### src/rtl/serial_add_ctrl.sv
// serial_add_ctrl: bit-serial adder sequencer.
// One full-adder cell is fed LSB-first, one bit per clock, from operand shift
// registers. The sum is assembled MSB-in in a shift register and published to
// Sum/Cout only on the edge that enters DONE.
// Optional feature macro: SERIAL_ADD_OVF_EN (adds the Ovf signed-overflow port).

// Single-bit full-adder cell.
module fa (
    input  logic a_i,
    input  logic b_i,
    input  logic c_i,
    output logic s_o,
    output logic co_o
);
    assign s_o  = a_i ^ b_i ^ c_i;
    assign co_o = (a_i & b_i) | (c_i & (a_i ^ b_i));
endmodule

module serial_add_ctrl #(
    parameter int WIDTH = 8
) (
    input  logic             Clk,
    input  logic             Rst_n,
    input  logic             In_Valid,
    output logic             In_Ready,
    input  logic [WIDTH-1:0] A,
    input  logic [WIDTH-1:0] B,
    input  logic             Cin,
    output logic             Out_Valid,
    input  logic             Out_Ready,
    output logic [WIDTH-1:0] Sum,
    output logic             Cout
`ifdef SERIAL_ADD_OVF_EN
    ,
    output logic             Ovf
`endif
);
    localparam int CNT_W = (WIDTH > 1) ? $clog2(WIDTH) : 1;

    typedef enum logic [1:0] {
        S_IDLE = 2'd0,
        S_RUN  = 2'd1,
        S_DONE = 2'd2
    } state_t;

    state_t             state_q, state_d;
    logic [WIDTH-1:0]   sha_q, shb_q;
    logic [WIDTH-1:0]   sum_sh_q, sum_sh_d;
    logic [WIDTH-1:0]   sum_q;
    logic               carry_q;
    logic               cout_q;
    logic [CNT_W-1:0]   count_q;
    logic               fa_s, fa_co;
    logic               accept, last_bit;
`ifdef SERIAL_ADD_OVF_EN
    logic               ovf_q;
`endif

    assign accept   = In_Valid && In_Ready;
    assign last_bit = (count_q == CNT_W'(WIDTH - 1));

    fa u_fa (
        .a_i  (sha_q[0]),
        .b_i  (shb_q[0]),
        .c_i  (carry_q),
        .s_o  (fa_s),
        .co_o (fa_co)
    );

    // Sum shift register next value: FA sum bit enters at the MSB.
    always_comb begin
        sum_sh_d            = sum_sh_q >> 1;
        sum_sh_d[WIDTH-1]   = fa_s;
    end

    // FSM state register.
    always_ff @(posedge Clk) begin
        if (!Rst_n) state_q <= S_IDLE;
        else        state_q <= state_d;
    end

    // FSM next state and handshake outputs.
    always_comb begin
        state_d   = state_q;
        In_Ready  = (state_q == S_IDLE) && Rst_n;
        Out_Valid = (state_q == S_DONE);
        case (state_q)
            S_IDLE:  if (accept) state_d = S_RUN;
            S_RUN:   if (last_bit) state_d = S_DONE;
            S_DONE:  if (Out_Ready) state_d = S_IDLE;
            default: state_d = S_IDLE;
        endcase
    end

    // Datapath: operand load, per-bit shift, and result capture on the last bit.
    always_ff @(posedge Clk) begin
        if (!Rst_n) begin
            sha_q    <= '0;
            shb_q    <= '0;
            sum_sh_q <= '0;
            sum_q    <= '0;
            carry_q  <= 1'b0;
            cout_q   <= 1'b0;
            count_q  <= '0;
`ifdef SERIAL_ADD_OVF_EN
            ovf_q    <= 1'b0;
`endif
        end else begin
            case (state_q)
                S_IDLE: begin
                    if (accept) begin
                        sha_q   <= A;
                        shb_q   <= B;
                        carry_q <= Cin;
                        count_q <= '0;
                    end
                end
                S_RUN: begin
                    sha_q    <= sha_q >> 1;
                    shb_q    <= shb_q >> 1;
                    sum_sh_q <= sum_sh_d;
                    carry_q  <= fa_co;
                    count_q  <= count_q + CNT_W'(1);
                    if (last_bit) begin
                        sum_q  <= sum_sh_d;
                        cout_q <= fa_co;
`ifdef SERIAL_ADD_OVF_EN
                        // carry_q here is the carry into the MSB.
                        ovf_q  <= carry_q ^ fa_co;
`endif
                    end
                end
                default: ;
            endcase
        end
    end

    assign Sum  = sum_q;
    assign Cout = cout_q;
`ifdef SERIAL_ADD_OVF_EN
    assign Ovf  = ovf_q;
`endif

endmodule

### config.mk
export PLATFORM = sky130hd
export DESIGN_NAME = serial_add_ctrl
export DESIGN_NICKNAME = d
export VERILOG_FILES = /design/src/rtl/serial_add_ctrl.sv
export SDC_FILE = /design/constraint.sdc
export NUM_CORES = 1
export LEC_CHECK = 0
export CAP_MARGIN = 40
export CORE_UTILIZATION = 50
export CTS_CLUSTER_SIZE = 16
export DETAILED_ROUTE_END_ITERATION = 7
export GPL_ROUTABILITY_DRIVEN = 0
export PLACE_DENSITY = 0.78
export SLEW_MARGIN = 30
export SYNTH_ARGS = -nofsm -noshare
export SYNTH_HDL_FRONTEND = slang
export SYNTH_SLANG_ARGS = --single-unit
### constraint.sdc
create_clock -name Clk -period 2.1 [get_ports Clk]
set_clock_uncertainty 0.1 [all_clocks]
set_input_delay 0.42 -clock Clk [delete_from_list [all_inputs] [get_ports Clk]]
set_output_delay 0.42 -clock Clk [all_outputs]
set_load 0.005 [all_outputs]
==> results.toml <==
[placement]
portBuffers = 31
placed_cells = 237
dp_slack_ns = -0.101
dpl.hpwl_mm = 2.05
post_dp_cell_area_um2 = 1930

[critical_path]
r2r-start = "count_q[0]"
endpoint = "Out_Valid"
r2r_setup_slack_ns = 0.59
max_stage_delay_ns = 0.53
path_cells = "nor2b_1, clkdlybuf4s50_1"
crit_path_start = "state_q[1]"
worstPathMaxFanout = 9
endpoint_kind = "primary output"
crit_type = "flip-flop to primary output"
r2r_end = "Sum[7]"
cp_slowest_cell = "clkdlybuf4s50_1"
reg2reg_depth = 5
required_ns = 1.58
crit_path_start_kind = "flip-flop"
crit_arrival_ns = 1.45

[clock_network]
cts_hold_buffers = 0
ctsRootBufferMaster = "clkbuf_4"
cts.sinks = 38
insertion_delay_ns = 0.34
clk_pin_slew_worst_paths_ns = 0.10
cts_tree = "built"
post-cts-setup-buffers = 0
h-tree-depth = 2
cts_buffer_depth = 2
cts_buffers = 5

[die]
die_width_um = 58.8
fp-row-count = 20
coreArea_um2 = 3050
dieArea_um2 = 3460
start_util_pct = 52.9
die_height_um = 58.8
ios = 32

[grt]
use_met1_pct = 23.4
grt_max_degree = 39
track_usage_pct = 20.3
grt_remaining_overflow = 0
grt_pass1_vias = 1213
grt_antenna_before_repair = 0
gr-max-usage-layer = "met2"
grt_pass1_wl_mm = 5.20
use_met2_pct = 35.7
met3_usage_pct = 6.59

[timing]
rsz0062_at_grt = "no"
finalSetupViolCount = 0
relSlewSlack_pct = 74.0
final_hold_viol_count = 0
slew_violations = 0
setup_ws_ns = 0.128
worst_slew_pin_slew_ns = 0.390
whs_ns = 0.365
fin_crit_ns = 1.97
timing.fmax_mhz = 507
post-route-period-util_pct = 93.9

[detailed_routing]
drtPass1Iterations = 6
wl_per_cell_um = 12.3
vias = 1272
first_iter_violations = 21
ant_nets = 0
wl_mm = 3.00
drc_errors = 0
via_per_inst = 5.21

[synthesis]
synth_cell_types = 24
yosys.area.top_type = "dfxtp_1"
netlist_top_cells_area = "dfxtp_1 (47%), o221ai_2 (9.3%), a21boi_0 (7.9%)"
ys_warn_count = 0
syn_avg_cell_area_um2 = 9.44
synth_nets = 195
synth_seq_cells = 38
ys_seq_area_share_pct = 47.1
synth_area_um2 = 1610
synthCells = 171
synth_top_cell_area_share_pct = 47.1

[finish]
nFillCells = 280
seqCellArea_um2 = 762
antennaDiodeCount = 0
multi_input_area_um2 = 771
final_area_um2 = 1980
syn_to_final_growth_pct = 22.6
nets = 224
layout-drive-gt1-share_pct = 11.5
final_core_util_pct = 64.8
fin_cells = 244

[worst_hold_path]
hold_class = "flip-flop to flip-flop"

[power_and_ir_drop]
power_leakage_nw = 0.694
powerDensity_nw_per_um2 = 658
peakVddDrop_uv = 466

[status]
outcome = "completed"

[flow_run]
maxCapViolations = 0
-- worst max-delay path, delay by kind of cell, from the launching register on --
kind,cells,cell delay (ns)
buffers and inverters,1,0.53
flip-flops,1,0.41
AND/OR/NAND/NOR,1,0.18
-- layout make-up --
class	count	area share, %
Tap cell	44	2.78
Multi-Input combinational cell	119	38.9
Timing Repair Buffer	36	17.5
Clock buffer	7	2.28
Sequential cell	38	38.5
-- kinds of logic after synthesis --
kind of cell | synth area share (%)
mux | 0.620
compound gates | 22.9
buf+inv | 5.43
fa+ha+maj | 2.79
simple gates | 21.2
flops | 47.1
-- power by group --
| group | total (mW) | internal [mW] | leakage, nW | switching (mW) |
|---|---|---|---|---|
| clock | 0.350 | 0.126 | 0.0254 | 0.224 |
| combinational | 0.171 | 0.0896 | 0.357 | 0.0812 |
| sequential | 0.781 | 0.756 | 0.311 | 0.0254 |
-- sequential cells by signal (all words and copies together) (netlist names) --
register	flops
sum_sh_q	7
sha_q	8
shb_q	8
state_q	2
Cout	1
carry_q	1
count_q	3
Sum	8
-- synthesized netlist by cell type --
cell type,number
a21boi_0,17
a22oi_1,4
and2_1,1
and3_1,1
buf_2,7
buf_6,2
buf_8,1
clkbuf_1,4
dfxtp_1,38
fa_1,1
ha_1,2
mux2i_1,1
nand2_1,24
nand2b_1,2
nand3_1,9
nand3b_1,1
nor2_1,30
nor2b_1,6
nor3b_1,2
o21ba_2,1
o21bai_1,1
o221ai_1,5
o221ai_2,10
or3b_1,1
-- per-stage QoR --
step / power (mW) / TNS [ns]
2_1_floorplan: 0.911 / 0
3_3_place_gp: 0.962 / -0.0797
3_5_place_dp: 0.970 / -0.101
4_1_cts: 1.31 / 0
5_1_grt: 1.38 / 0
6_report: 1.30 / 0
-- worst min path at each step --
stage / start / to / cells after the start
after floorplan: sha_q[6] / sha_q[6] / 2
after CTS: Sum[6] / Sum[6] / 2
final: Sum[6] / Sum[6] / 2
after detailed placement: Sum[6] / Sum[6] / 2
after global placement: Sum[0] / Sum[0] / 2
after global routing: Sum[6] / Sum[6] / 2
-- layout by cell type (no fill, tap or decap), types with 4 or more instances in the layout --
cell type | Yosys | layout
nor2b_1 | 6 | 6
clkbuf_4 | 0 | 5
o221ai_1 | 5 | 5
nand2_1 | 24 | 24
o221ai_2 | 10 | 10
buf_4 | 0 | 5
nand3_1 | 9 | 9
dfxtp_1 | 38 | 37
a21boi_0 | 17 | 17
nor2_1 | 30 | 30
clkdlybuf4s50_1 | 0 | 30
a22oi_1 | 4 | 4
-- repair_timing --
action	CTS	global route
endpoints found under the setup margin	1	1
pin swaps	0	0
gates resized for setup	2	1
gates cloned	0	0
-- layer usage --
layer / share of wire, % / wire (µm) / up-vias
li1: - / - / 652
met1: 43 / 1290 / 586
met2: 51 / 1540 / 31
met3: 4.4 / 132 / 3
met4: 1.0 / 31 / 0
met5: 0 / 0 / -
(Power assumes the default switching activity.)
